### config.mk
export PLATFORM = sky130hd
export DESIGN_NAME = key_conditioner
export DESIGN_NICKNAME = d
export VERILOG_FILES = /design/src/rtl/key_conditioner.sv
export SDC_FILE = /design/constraint.sdc
export NUM_CORES = 1
export LEC_CHECK = 0
export CORE_MARGIN = 8
export CORE_UTILIZATION = 35
export DETAILED_ROUTE_END_ITERATION = 8
export PLACE_DENSITY = 0.58
export SETUP_SLACK_MARGIN = 0.4
export SLEW_MARGIN = 10
export SYNTH_ARGS = -nofsm -noshare
export SYNTH_HDL_FRONTEND = slang
export SYNTH_SLANG_ARGS = --single-unit
### constraint.sdc
create_clock -name CLOCK_1 -period 3.5 [get_ports CLOCK_1]
set_input_delay 0.35 -clock CLOCK_1 [delete_from_list [all_inputs] [get_ports CLOCK_1]]
set_output_delay 0.35 -clock CLOCK_1 [all_outputs]
set_load 0.01 [all_outputs]
### src/rtl/key_conditioner.sv
// Push-button conditioner for the stopwatch: per-key synchroniser, debounce FSM and
// press/release pulses, plus the derived start/stop toggle and gated clear request.
module key_conditioner #(
  parameter int N_KEYS    = 2,
  parameter int DB_CYCLES = 10000
) (
  input  logic              CLOCK_1,
  input  logic              RESET,
  input  logic [N_KEYS-1:0] KEY,
  output logic [N_KEYS-1:0] KEY_LEVEL,
  output logic [N_KEYS-1:0] KEY_PRESS,
  output logic [N_KEYS-1:0] KEY_RELEASE,
  output logic              RUN,
  output logic              CLEAR
);

  localparam int CNT_W = (DB_CYCLES > 1) ? $clog2(DB_CYCLES) : 1;
  localparam logic [CNT_W-1:0] CNT_LAST = CNT_W'(DB_CYCLES - 1);

  typedef enum logic [1:0] {
    ST_IDLE         = 2'd0,
    ST_PRESS_WAIT   = 2'd1,
    ST_PRESSED      = 2'd2,
    ST_RELEASE_WAIT = 2'd3
  } key_state_t;

  for (genvar gi = 0; gi < N_KEYS; gi++) begin : g_key
    logic [1:0]       sync_reg;
    key_state_t       state_reg;
    logic [CNT_W-1:0] cnt_reg;
    logic             level_reg;
    logic             press_reg;
    logic             release_reg;

    // sync_reg[1] is the only stage the FSM looks at; 1 = pressed.
    always_ff @(posedge CLOCK_1) begin
      if (RESET) begin
        sync_reg    <= 2'b00;
        state_reg   <= ST_IDLE;
        cnt_reg     <= '0;
        level_reg   <= 1'b0;
        press_reg   <= 1'b0;
        release_reg <= 1'b0;
      end else begin
        sync_reg    <= {sync_reg[0], ~KEY[gi]};
        press_reg   <= 1'b0;
        release_reg <= 1'b0;
        case (state_reg)
          ST_IDLE: begin
            if (sync_reg[1]) begin
              state_reg <= ST_PRESS_WAIT;
              cnt_reg   <= '0;
            end
          end
          ST_PRESS_WAIT: begin
            if (!sync_reg[1]) begin
              state_reg <= ST_IDLE;
              cnt_reg   <= '0;
            end else if (cnt_reg == CNT_LAST) begin
              state_reg <= ST_PRESSED;
              level_reg <= 1'b1;
              press_reg <= 1'b1;
            end else begin
              cnt_reg <= cnt_reg + CNT_W'(1);
            end
          end
          ST_PRESSED: begin
            if (!sync_reg[1]) begin
              state_reg <= ST_RELEASE_WAIT;
              cnt_reg   <= '0;
            end
          end
          ST_RELEASE_WAIT: begin
            if (sync_reg[1]) begin
              state_reg <= ST_PRESSED;
              cnt_reg   <= '0;
            end else if (cnt_reg == CNT_LAST) begin
              state_reg   <= ST_IDLE;
              level_reg   <= 1'b0;
              release_reg <= 1'b1;
            end else begin
              cnt_reg <= cnt_reg + CNT_W'(1);
            end
          end
          default: begin
            state_reg <= ST_IDLE;
            cnt_reg   <= '0;
            level_reg <= 1'b0;
          end
        endcase
      end
    end

    assign KEY_LEVEL[gi]   = level_reg;
    assign KEY_PRESS[gi]   = press_reg;
    assign KEY_RELEASE[gi] = release_reg;
  end

  logic run_reg;
  logic clear_reg;

  // CLEAR is gated by RUN as it stood before any toggle on this same edge.
  always_ff @(posedge CLOCK_1) begin
    if (RESET) begin
      run_reg   <= 1'b0;
      clear_reg <= 1'b0;
    end else begin
      run_reg   <= run_reg ^ KEY_PRESS[0];
      clear_reg <= KEY_PRESS[1] & ~run_reg;
    end
  end

  assign RUN   = run_reg;
  assign CLEAR = clear_reg;

endmodule

# After elaboration in Yosys (flattened, before gate mapping)
# Cells that the tools add are included.
[word_totals]
regBits = 44
input_bits = 4
out_inout_bits = 8
word_cells = 103
[classes]
n_addsub = 2
n_eq_ne = 24
mux = 38
bitwise_logic = 11
reduce_logical = 14
[ops]
columns = ["cell", "count"]
rows = [
  ["14-bit 2-to-1 mux", 10],
  ["14-bit one-hot mux with 4 select lines", 2],
  ["14-bit by 1-bit adder with 14-bit output (second input constant)", 2],
  ["14-bit == test (second input constant)", 2],
  ["2-bit 2-to-1 mux", 12],
  ["2-bit inequality test (second input constant)", 12],
  ["2-bit one-hot mux with 4 select lines", 2],
  ["3-bit inequality test (second input constant)", 4],
  ["3-bit OR reduction", 4],
  ["1-bit 2-to-1 mux", 10],
  ["5-bit AND reduction", 2],
  ["1-bit inverter", 9],
  ["2-bit == test (second input constant)", 4],
  ["4-bit AND reduction", 2],
  ["2-bit by 1-bit == test with 1-bit output (second input constant)", 2],
  ["2-bit zero test", 2],
  ["1-bit one-hot mux with 2 select lines", 2],
  ["2-bit AND reduction", 2],
  ["2-bit nonzero test", 2],
  ["1-bit bitwise AND", 1],
  ["1-bit bitwise XOR", 1],
]

# Depth between registers and ports, before layout
# Gate-level depths: netlist of the first run.
[depth]
word_depth = 4
ltp_mapped = 6
ltp_nobuf = 5

# Worst setup path before layout of the first run
# OpenSTA, ideal clock, no wires.
[synth_path]
path_type = "flip-flop to flip-flop"
start = "register g_key[1].cnt_reg[4]"
end = "register g_key[1].level_reg"
setup_ps = 95
arrival_time_ps = 2010
t_required_ps = 3405
path_slack_ps = 1395
path_stages_with_launch = 6
n_path_buf = 1
synth_period_minus_slack_ps = 2105
cell_sequence = "dfxtp_1 or4_4 or4_1 buf_2 or4_1 o311ai_1"
[synth_between]
elab_chain_len = 3
word_cells_on_any_way = 4
classes_between = "eq/ne: 3; reduce/logical: 1"
[synth_lines]
columns = ["item", "line", "text"]
rows = [
  ["start, declared", "30", "logic [CNT_W-1:0] cnt_reg;"],
  ["start signal, assigned", "64", "cnt_reg <= cnt_reg + CNT_W'(1);"],
  ["start signal, assigned", "82", "cnt_reg <= cnt_reg + CNT_W'(1);"],
  ["14-bit == test *", "59, 77", ""],
  ["2-bit inequality test (no source line)", "n/a", ""],
  ["5-bit AND reduction (no source line) *", "n/a", ""],
  ["end signal, assigned", "61", "level_reg <= 1'b1;"],
  ["end signal, assigned", "79", "level_reg <= 1'b0;"],
  ["end signal, assigned", "88", "level_reg <= 1'b0;"],
  ["end, declared", "31", "logic level_reg;"],
]
# Mark *: on every way between the ends. The rest lies on a longest branch, timed or not.
# A chain may end at the register's enable or synchronous reset.

# Worst setup path after layout of the first run
[layout_path]
start = "register g_key[1].cnt_reg[0]"
end = "register g_key[1].level_reg"
# The elaborated chain is that of the path after synthesis.

==> results of run 1 <==
synthesized netlist by cell type (2+ instances only):
master / count
ha_1: 2
nor4_1: 16
clkbuf_1: 15
nor2_1: 20
nand4_1: 9
a21oi_1: 16
a211oi_1: 3
or3_1: 3
a311o_1: 3
o211ai_1: 6
and4_1: 2
o31ai_1: 3
o311ai_0: 2
nand3_1: 18
nand2_1: 20
nand2b_1: 2
nor3_1: 7
o21ai_0: 11
or3b_2: 2
a311oi_1: 4
xnor2_1: 9
buf_4: 6
dfxtp_1: 44
or4_1: 8
and3_1: 4
nand4b_1: 4
xor2_1: 2
inv_1: 10
nor2b_1: 3
per-layer routing:
metal | GRT usage | wire (um) | up-vias
li1 | - | - | 1019
met1 | 0.154 | 2550 | 919
met5 | 0 | 0 | -
met2 | 0.171 | 2170 | 36
met3 | 0.0328 | 230 | 4
met4 | 0.0467 | 60 | 0
cells by family after synthesis:
kind of cell	after synthesis	share of synthesized area
muxes	1	0.00443
DFF	44	0.390
adders and majority gates	2	0.0111
xor gates and xnor gates	11	0.0427
AOI/OAI and AO/OA	60	0.188
buffers and inverters	32	0.0637
and+or+nand+nor	122	0.300
metrics by stage:
stage	instances	power (uW)	utilization
6_report	348	961	0.394
5_1_grt	348	1010	0.394
4_1_cts	348	978	0.394
3_5_place_dp	340	574	0.376
3_3_place_gp	340	574	0.376
2_1_floorplan	272	559	-
final timing paths:
| check | from | depth (start not counted) | endpoint |
|---|---|---|---|
| hold reg to reg | g_key[0].sync_reg[0] | 1 | g_key[0].sync_reg[1] |
| setup / recovery | g_key[1].cnt_reg[0] | 5 | g_key[1].level_reg |
| hold / removal | g_key[0].sync_reg[0] | 1 | g_key[0].sync_reg[1] |
| setup reg to reg | g_key[1].cnt_reg[0] | 5 | g_key[1].level_reg |
report_power, final:
part / internal, uW / total, uW / switching [uW]
combinational: 19.0 / 48.0 / 29.0
sequential: 507 / 514 / 6.78
clock: 215 / 399 / 184
layout make-up:
type,count,area [um2]
fill,652,3820
multi-input combinational,196,1230
sequential,44,881
timing repair buffer,13,125
tap,77,96.3
clock buffer,5,68.8
clock inverter,3,47.5
inverter,10,37.5
worst register-to-register path, stage by stage, from the launching register on:
cell	delay [ns]
dfxtp_1	0.43
ha_1	0.27
nand3_1	0.31
or4_1	0.69
or4_1	0.46
o311ai_1	0.09
==> run_results.csv, run 1 <==
group,metric,value,unit
synth,ys_warn_count,0,
floorplan,start_util,0.358,
timing,setup_violations,0,
cts,cts_tree,"built",
timing,post-route-period-util,0.665,
placed_design,place.detailed.hpwl,3420,um
layout,layout-drive-gt1-share,0.0590,
cts,cts_made_buffers,5,
synth,synth_edf_count,0,
synth,synth_nets,278,
synth,async_flop_share,0,
grt,grt_max_degree,39,
synth,syn_area_per_cell,8.30,um2
floorplan,die_h,96.3,um
drt,postRouteAntennaNets,0,
synth,synthTopCellsByArea,"dfxtp_1, nor4_1, nand3_1",
setup_path,arrival,2.54,ns
layout,largest_register_ffs,28,
setup_path,rrSetupSlack,1.17,ns
setup_path,path_cells,"ha_1, nand3_1, or4_1, or4_1, o311ai_1",
floorplan,io_pins,12,
drt,vias,1978,
drt,firstDrtPassIters,4,
run_status,status,"complete, no violations",
timing,finalSetupTns,0,ns
synth,yosysSeqAreaShare,0.390,
layout,layout.nets,276,
grt,grt_use_total,0.116,
drt,drc,0,
timing,setup_ws,1.17,ns
placed_design,place_congestion,0.809,
timing,clock_skew,0.0178,ns
synth,synth-main-ff-cell,"dfxtp_1",
grt,grt_pass1_vias,1763,
cts,clk_pin_slew_worst_paths,0.10,ns
layout,mostFrequentLayoutCell,"dfxtp_1",
layout,layout_common_cells,"dfxtp_1, nand2_1, nor2_1",
grt,grt.overflow.total,0,
setup_path,path_common_cell,"or4_1",
placed_design,place_ws,1.21,ns
setup_path,max_stage_delay,0.69,ns
cts,clkSinkCount,44,
cts,cts_setup_buffers,0,
cts,clk_latency,0.30,ns
timing,slew_headroom,0.424,
setup_path,endpoint_kind,"flip-flop",
setup_path,cp_top_family,"simple AND/OR/NAND/NOR gates",
min_path,hp-class,"reg2reg",
drt,drt-total-wl,5020,um
timing,timing.hold.ws,0.446,ns
floorplan,die_w,96.3,um
timing,hold_viol,0,
timing,final.min_clock_period,2.33,ns
placed_design,port_buffers,11,
timing,worst_pin_slew,0.860,ns
setup_path,cp.required,3.72,ns
setup_path,path_max_fanout,11,
synth,netlist_area,0.00226,mm2
cts,root_buffer,"clkbuf_8",
cts,clock_path_buffers,2,
drt,drt_iter0_markers,165,
timing,rsz0062_at_grt,"no",
synth,ys_seq_elements,44,
drt,routedWlPerCell,14.4,um
timing,max_clock_freq,429,MHz
layout,n_antenna_cell,0,
grt,grt_antenna_before_repair,0,
cts,htree_levels,2,
cts,hold_buffers,0,
layout,syn_to_final_growth,10.2,%
setup_path,slowest_stage,"or4_1",
setup_path,cp_num_buf_inv,0,
synth,syn_inst,272,
timing,finalMaxSlewViolations,0,
cts,postCtsResizedCells,0,
drt,via_per_inst,5.68,
grt,grt_first_pass_wirelength,8470,um
synth,ys_types,47,
setup_path,path_class,"reg2reg",
floorplan,die_area,0.00928,mm2
placed_design,dpl_cell_area,0.00237,mm2
setup_path,start_kind,"flip-flop",
floorplan,rows,29,
synth,yosysTopAreaCellShare,0.390,
pwr,peakVddDrop,0.249,mV
layout,final_cell_area,0.00249,mm2
floorplan,coreArea,0.00631,mm2
pwr,power_density,386,mW/mm2
job,drv_cap,0,
synth,synthDominantAreaCellType,"dfxtp_1",
pwr,p_leak,0.000742,uW
(Power assumes the default switching activity.)
==> inputs of run 2 (changes only) <==
--- a/config.mk
+++ b/config.mk
@@ -8,7 +8,7 @@
 export CORE_MARGIN = 8
 export CORE_UTILIZATION = 35
 export DETAILED_ROUTE_END_ITERATION = 8
-export PLACE_DENSITY = 0.58
+export PLACE_DENSITY = 0.6
 export SETUP_SLACK_MARGIN = 0.4
 export SLEW_MARGIN = 10
 export SYNTH_ARGS = -nofsm -noshare
==> constraint.sdc (replaced) <==
create_clock -name CLOCK_1 -period 2.11 [get_ports CLOCK_1]
set_input_delay 0.211 -clock CLOCK_1 [delete_from_list [all_inputs] [get_ports CLOCK_1]]
set_output_delay 0.211 -clock CLOCK_1 [all_outputs]
set_load 0.01 [all_outputs]
==> run 2 against run 1 <==
Maximum frequency up 20%. Via count up 8.7%. Critical endpoint unchanged. Setup slack worse by 1.0 ns. Critical path type unchanged. Clock skew down 0.0095 ns. Largest cell class unchanged. Register-to-register slack worse by 1.0 ns. Sequential share of layout area down 3.9 points. Sequential power up 65%.
==> run_results.csv, run 2 (synthesis gave the netlist of run 1 again) <==
group,metric,value,unit
run_status,status,"complete, no violations",
cts,clock_path_buffers,2,
floorplan,start_util,0.358,
layout,n_antenna_cell,0,
layout,mostFrequentLayoutCell,"dfxtp_1",
setup_path,cp_num_buf_inv,0,
timing,setup_violations,0,
drt,firstDrtPassIters,5,
cts,clk_latency,0.30,ns
grt,grt_antenna_before_repair,0,
setup_path,startpoint,"g_key[1].cnt_reg[11]",
setup_path,arrival,2.15,ns
pwr,peakVddDrop,0.400,mV
setup_path,endpoint_kind,"flip-flop",
setup_path,reg2regPathDepth,4,
setup_path,max_stage_delay,0.53,ns
floorplan,die_area,0.00928,mm2
placed_design,place_congestion,0.800,
timing,rsz0062_at_grt,"yes",
layout,fillers,624,
setup_path,cp.required,2.33,ns
timing,hold_viol,0,
setup_path,rrSetupSlack,0.17,ns
setup_path,start_kind,"flip-flop",
drt,drc,0,
cts,htree_levels,2,
timing,worst_pin_slew,0.659,ns
drt,drt-total-wl,5450,um
min_path,hp-class,"in2reg",
layout,layout_common_cells,"dfxtp_1, buf_4, nand2_1, nor2_1, nand3_1",
drt,via_per_inst,5.77,
timing,finalSetupTns,0,ns
floorplan,rows,29,
pwr,power_density,559,mW/mm2
cts,hold_buffers,0,
cts,clk_pin_slew_worst_paths,0.09,ns
drt,postRouteAntennaNets,0,
timing,clock_skew,0.00834,ns
cts,root_buffer,"clkbuf_8",
floorplan,io_pins,12,
floorplan,coreArea,0.00631,mm2
setup_path,cp_top_family,"simple AND/OR/NAND/NOR gates",
setup_path,path_common_cell,"or4_4",
floorplan,die_h,96.3,um
cts,clkSinkCount,44,
setup_path,endpoint,"g_key[1].level_reg",
pwr,p_leak,0.000880,uW
floorplan,die_w,96.3,um
job,drv_cap,0,
setup_path,worst-path-stages,4,
setup_path,path_cells,"or4_4, or4_4, or4_1, o311ai_1",
layout,layout.nets,301,
cts,cts_made_buffers,5,
placed_design,port_buffers,11,
timing,final.min_clock_period,1.94,ns
setup_path,slowest_stage,"or4_4",
cts,cts_tree,"built",
grt,grt_first_pass_wirelength,9220,um
setup_path,reg2reg_to,"g_key[1].level_reg",
drt,drt_iter0_markers,149,
layout,syn_to_final_growth,27.3,%
layout,utilization,0.455,
drt,vias,2151,
grt,grt_use_total,0.123,
layout,largest_register_ffs,28,
timing,slew_headroom,0.559,
grt,grt_pass1_vias,1960,
timing,finalMaxSlewViolations,0,
setup_path,path_max_fanout,5,
setup_path,crit-reg2reg-launch,"g_key[1].cnt_reg[11]",
layout,layout-drive-gt1-share,0.257,
grt,grt_max_degree,35,
placed_design,place.detailed.hpwl,3650,um
setup_path,path_class,"reg2reg",
drt,routedWlPerCell,14.6,um
timing,timing.hold.ws,0.410,ns
timing,max_clock_freq,517,MHz
grt,grt.overflow.total,0,
timing,post-route-period-util,0.917,
run 2: report_power, final:
part,internal [uW],switching [uW]
registers,836,11.5
logic,37.2,52.7
clock network,357,312
run 2: per-stage QoR:
stage	worst slack [ns]	area, um2	instances	power (uW)
2_1_floorplan	0.133	2320	272	927
3_3_place_gp	0.147	2520	352	958
3_5_place_dp	0.138	2520	352	958
4_1_cts	0.185	2720	369	1620
5_1_grt	0.135	2870	373	1660
6_report	0.174	2870	373	1610
run 2: timing repair:
item,4_1_cts,5_1_grt
resized for setup,8,27
pin swaps,3,9
buffers inserted,9,4
endpoints found under the setup margin,21,30
run 2: worst min path at each step:
| stage | to | start | slack (ns) | cells after the start |
|---|---|---|---|---|
| global placement | g_key[0].sync_reg[1] | g_key[0].sync_reg[0] | 0.42 | 1 |
| finish | g_key[0].sync_reg[0] | KEY[0] | 0.41 | 2 |
| global route | g_key[0].sync_reg[0] | KEY[0] | 0.41 | 2 |
| CTS | g_key[0].sync_reg[0] | KEY[0] | 0.41 | 2 |
| detailed placement | g_key[0].sync_reg[1] | g_key[0].sync_reg[0] | 0.43 | 1 |
| floorplan | g_key[0].sync_reg[0] | KEY[0] | 0.28 | 1 |
run 2: final cells by class:
| class | instances | area [um2] | share of cell area |
|---|---|---|---|
| clock buffer | 5 | 68.8 | 0.0239 |
| inverter | 10 | 37.5 | 0.0131 |
| multi-input combinational | 196 | 1390 | 0.484 |
| tap | 77 | 96.3 | 0.0335 |
| timing repair buffer | 38 | 329 | 0.114 |
| clock inverter | 3 | 46.3 | 0.0161 |
| sequential | 44 | 906 | 0.315 |
run 2: layer usage:
layer / part of all wire / vias to the layer above / GRT usage
met5: 0 / - / 0
met4: 0.013 / 0 / 0.0391
met3: 0.052 / 10 / 0.0281
met2: 0.44 / 49 / 0.185
met1: 0.50 / 1022 / 0.168
li1: - / 1070 / -
==> edit 1: new RTL, settings of run 2 <==
The parameter `DB_CYCLES` goes from 10000 to 20000.
--- a/src/rtl/key_conditioner.sv
+++ b/src/rtl/key_conditioner.sv
@@ -4,3 +4,3 @@
   parameter int N_KEYS    = 2,
-  parameter int DB_CYCLES = 10000
+  parameter int DB_CYCLES = 20000
 ) (
Function: no difference found for any inputs over 10 cycles, from zero or initial values and one cycle with RESET high; that may be too few to reach the edited logic, so the function may still have changed.
==> edit 1 against run 2 <==
Sequential cell count grew 2. Synthesized area increased by 1.9%. Worst setup slack better by 0.11 ns. Design area up 2.6%. Power fell by 4.2%. Clock skew up 0.0030 ns. Wire length decreased by 0.72%. Critical path type unchanged. Largest cell class unchanged.
==> edit 1: results (changes against run 2) <==
* Run status: finished, final reports clean
* Detailed Routing Iterations Pass 1 at 4 (-1)
* Placed Area at 2520 µm² (about the same)
* Crit path max fanout at 4 (-1)
* Proportion of layout cells with a drive suffix above 1 at 31.4% (+5.7 points)
* Synth cell types at 50 (+6.4%)
* Top post-synthesis cells by count: dfxtp_1 (46), nor2_1 (25), nand3_1 (20)
* Reg power frac at 57.6% (+4.8 points)
* LEAKAGE at 0.945 nW (+7.3%)
* Routed len/inst at 14.7 µm (+0.91%)
* Routed WL at 5.41 mm (-0.72%)
* Internal Power at 1.15 mW (-6.4%)
* Number of flip-flops in the largest register at 30 (+7.1%)
* Syn Nets at 265 (-4.7%)
* Worst slew pin tran at 0.647 ns (-0.0122 ns)
* Sequential-to-total area share from yosys stat at 40.0% (+1.0 points)
* Syn Area/Cell at 8.89 µm² (+7.1%)
* Largest cells by area after synthesis: dfxtp_1 (40%), nand3_1 (4.3%), nor2_1 (4.1%)
* Worst VDD drop at 0.000342 V (-15%)
* CP arrival at 2.01 ns (-0.14 ns)
* Hpwl dp at 3.54 mm (-3.2%)
* Pin count of the biggest net entering global routing at 22 (-37%)
* Met2 usage at 17.7% (-0.85 points)
* Met1 GRT Util at 14.5% (-2.3 points)
* M1 WL at 2.59 mm (-4.6%)
* DR iter-0 viols at 171 (+15%)
* GR Util met3 at 2.99% (+0.18 points)
* Met3 WL at 215 µm (-24%)
* Pre-CTS setup slack at 0.205 ns (+0.0669 ns)
* Nets at 295 (-2.0%)
* First-pass GRT wire length at 9.09 mm (-1.3%)
* Placer congestion estimate at 0.841 (+5.1%)
* Placed Cells at 339 (-3.7%)
* Seq. cell area at 958 µm² (+5.8%)
[edit 1: cell count changes after synthesis, moves of 4 or more]
cell,run 2,this run
a21oi_1,16,9
a311oi_1,4,0
clkbuf_1,15,11
inv_1,10,6
nand2_1,20,13
nand4_1,9,14
nor2_1,20,25
nor4_1,16,7
or4_1,8,4
xor2_1,2,9
[edit 1: what timing repair did]
item / in CTS / in global routing
hold buffers: 0 / 0
buffers inserted: 11 / 8
gates cloned: 1 / 0
resized for setup: 22 / 31
setup endpoints to repair: 39 / 34
pin swaps: 10 / 17
[edit 1: cell type report]
type | instances | share of cell area [%]
Clock buffer | 5 | 2.33
Inverter | 6 | 0.764
Multi-Input combinational cell | 189 | 48.1
Timing Repair Buffer | 41 | 12.2
Clock inverter | 3 | 0.849
Sequential cell | 46 | 32.5
Tap cell | 77 | 3.27
[edit 1: cell families (layout without fill, tap and decap cells)]
group,after synthesis,after routing,share of synthesized area [%]
compound gates,39,39,11.8
xor+xnor,18,18,6.85
fa+ha+maj,2,2,1.09
buf+inv,24,55,4.95
flops,46,46,40.0
mux,2,2,0.870
simple gates,128,128,34.5
[edit 1: worst paths after layout]
kind                         from              endpoint  slack [ns]
max          g_key[1].cnt_reg[13]   g_key[1].cnt_reg[5]        0.29
min                        KEY[0]  g_key[0].sync_reg[0]        0.40
max reg2reg  g_key[1].cnt_reg[13]   g_key[1].cnt_reg[5]        0.29
min reg2reg  g_key[0].sync_reg[0]  g_key[0].sync_reg[1]        0.44
[edit 1: worst max-delay path, cell delays in order (launching register included)]
cell     delay, ns
dfxtp_2       0.33
or4b_4        0.57
or4_4         0.54
a31oi_2       0.21
nor2_1        0.06
==> edit 2: new RTL, settings of run 2 <==
Made on the original files. The output `CLEAR` loses its register stage (`clear_reg` becomes a continuous assignment).
--- a/src/rtl/key_conditioner.sv
+++ b/src/rtl/key_conditioner.sv
@@ -105,8 +105,8 @@
       run_reg   <= 1'b0;
-      clear_reg <= 1'b0;
     end else begin
       run_reg   <= run_reg ^ KEY_PRESS[0];
-      clear_reg <= KEY_PRESS[1] & ~run_reg;
     end
   end
+
+  assign clear_reg = KEY_PRESS[1] & ~run_reg;
 
Check against the original RTL: same outputs for any inputs over 10 cycles, from zero or initial values and one cycle with RESET high; that may be too few to reach the edited logic, so the function may still have changed.
==> edit 2 against run 2 <==
Worst setup slack improved by 0.063 ns. Via count is 7.2% lower. Fmax increased by 3.4%. Count of clock-buffer cells in the layout unchanged. Power grew 3.7%. Cell count is 4.8% lower. Utilization increased by 1.5 points. Sequential cell count decreased by 1. Wire length is 4.4% lower. Synthesized cell count fell by 6.6%. Synthesized area shrank 4.2%. Design area decreased by 2.6%. Largest power group unchanged.
==> edit 2: results (changes against run 2) <==
* Met3 WL at 205 µm (-28%)
* Ys flop type: dfxtp_1
* Post-Synth Adder-Cell Area at 1.16% (+0.048 points)
* Proportion of layout cells with a drive suffix above 1 at 26.8% (+1.1 points)
* Hold WS at 0.413 ns (+0.00323 ns)
* Detailed Routing Iterations Pass 1 at 4 (-1)
* Run status: finished, final reports clean
* Root buf cell: clkbuf_8
* Pin count of the biggest net entering global routing at 16 (-54%)
* Reg2reg setup slack at 0.24 ns (+0.06 ns)
* Syn Inst Count at 254 (-6.6%)
* Sequential-to-total area share from yosys stat at 39.8% (+0.77 points)
* Diode count at 0 (unchanged)
* M1 WL at 2.49 mm (-8.2%)
* Routed len/inst at 14.7 µm (+0.44%)
* Async S/R FF share, synth at 0% (unchanged)
* Top post-synthesis cells by count: dfxtp_1 (43), nand2_1 (16), a21oi_1 (14), nor2_1 (14), nand3_1 (13)
* RR Endpoint: g_key[0].cnt_reg[3]
* IO buf count at 11 (unchanged)
* Nets at 285 (-5.3%)
* DR iter-0 viols at 133 (-11%)
* Residual DRC count at 0 (unchanged)
* Final Skew at 0.00947 ns (+0.00112 ns)
* Xor/xnor share of the synthesized area at 4.86% (+0.59 points)
* Sw power at 0.342 mW (-9.0%)
* Crit path max fanout at 4 (-1)
* Number of cells on the worst hold path at 2 (unchanged)
* Initial antenna violation count at 0 (unchanged)
* Largest cells by area after synthesis: dfxtp_1 (40%), a21oi_1 (3.2%), nand3_1 (3.0%)
* CP arrival at 2.10 ns (-0.05 ns)
* Pre-CTS setup slack at 0.117 ns (-0.0209 ns)
* First-pass GRT wire length at 8.49 mm (-7.9%)
* Placed Cells at 340 (-3.4%)
* LEAKAGE at 0.885 nW (+0.52%)
* GRT Overall Usage at 11.7% (-0.54 points)
* Post-synthesis compound-gate area fraction at 15.4% (-3.5 points)
* R2R depth at 4 (unchanged)
* Worst VDD drop at 0.000291 V (-27%)
* Clock transition at path regs at 0.09 ns (about the same)
* Hpwl dp at 3.40 mm (-6.8%)
* Met2 wire len at 2.42 mm (+1.6%)
* Multiplexer area fraction after synthesis at 1.39% (+0.94 points)
* Placer congestion estimate at 0.917 (+15%)
* Filler cells at 555 (-11%)
* Hold_sp: KEY[0]
* Vias in the first global route at 1826 (-6.8%)
* Routed WL at 5.21 mm (-4.4%)
* Hold endpoint: g_key[0].sync_reg[0]
* Via density at 5.63 (-2.5%)
* Worst slew pin tran at 0.608 ns (-0.0512 ns)
* Synth cell types at 50 (+6.4%)
* CP peak stage delay at 0.57 ns (+0.04 ns)
* Syn Nets at 260 (-6.5%)
* CP startpoint: g_key[0].cnt_reg[12]
* Placed Area at 2430 µm² (-3.7%)
[edit 2: cell types whose count changed in the layout (fill, tap and decap cells not counted), sizes merged, moves of 4 or more]
cell           run 2  this run
a31oi              1         9
and2               0         6
inv               11         7
nand2             20        16
nand3             18        13
nor2              20        14
nor4              17         9
o211ai             6         1
xor2               2         6
[edit 2: worst max-delay path by stage]
stage	end	slack, ns	cells past startpoint
floorplan	g_key[0].cnt_reg[3]	0.20	5
global placement	g_key[0].cnt_reg[3]	0.13	4
detailed placement	g_key[0].cnt_reg[3]	0.12	4
CTS	g_key[0].cnt_reg[3]	0.28	4
global route	g_key[0].cnt_reg[3]	0.21	4
finish	g_key[0].cnt_reg[3]	0.24	4
[edit 2: critical path: cells and delay by family, from the launching register on]
kind	cells	cell delay, ns
and+or+nand+nor	2	1.05
DFF	1	0.33
AOI/OAI and AO/OA	2	0.43
[edit 2: metal layers]
metal / vias to the layer above / track usage, %
li1: 1000 / -
met1: 943 / 15.4
met2: 44 / 17.8
met3: 10 / 3.10
met4: 0 / 4.68
met5: - / 0
[edit 2: area by class of cell]
class	instances	area [µm²]	area share [%]
flip-flops and latches	43	876	31.3
inverters	7	26.3	0.938
clock inverters	3	67.6	2.41
clock buffers	5	68.8	2.46
multi-input cells	187	1370	49.1
well taps	75	93.8	3.35
repair buffers	35	294	10.5
[edit 2: kinds of logic after synthesis]
kind of cell / count (synthesis)
compound gates: 53
xor+xnor: 12
fa+ha+maj: 2
buf+inv: 24
flops: 43
mux: 3
simple gates: 117
[edit 2: repair_timing]
action / 4_1_cts / 5_1_grt
setup endpoints to repair: 21 / 31
gates resized for setup: 20 / 20
setup buffers: 4 / 3
pin swaps: 6 / 4
[edit 2: power by group through the flow]
stage	Clock (mW)	Sequential [mW]	Combinational, mW
floorplan	0	0.843	0.0424
global placement	0	0.846	0.0664
detailed placement	0	0.845	0.0658
CTS	0.791	0.826	0.0667
global route	0.821	0.829	0.0753
finish	0.767	0.828	0.0698
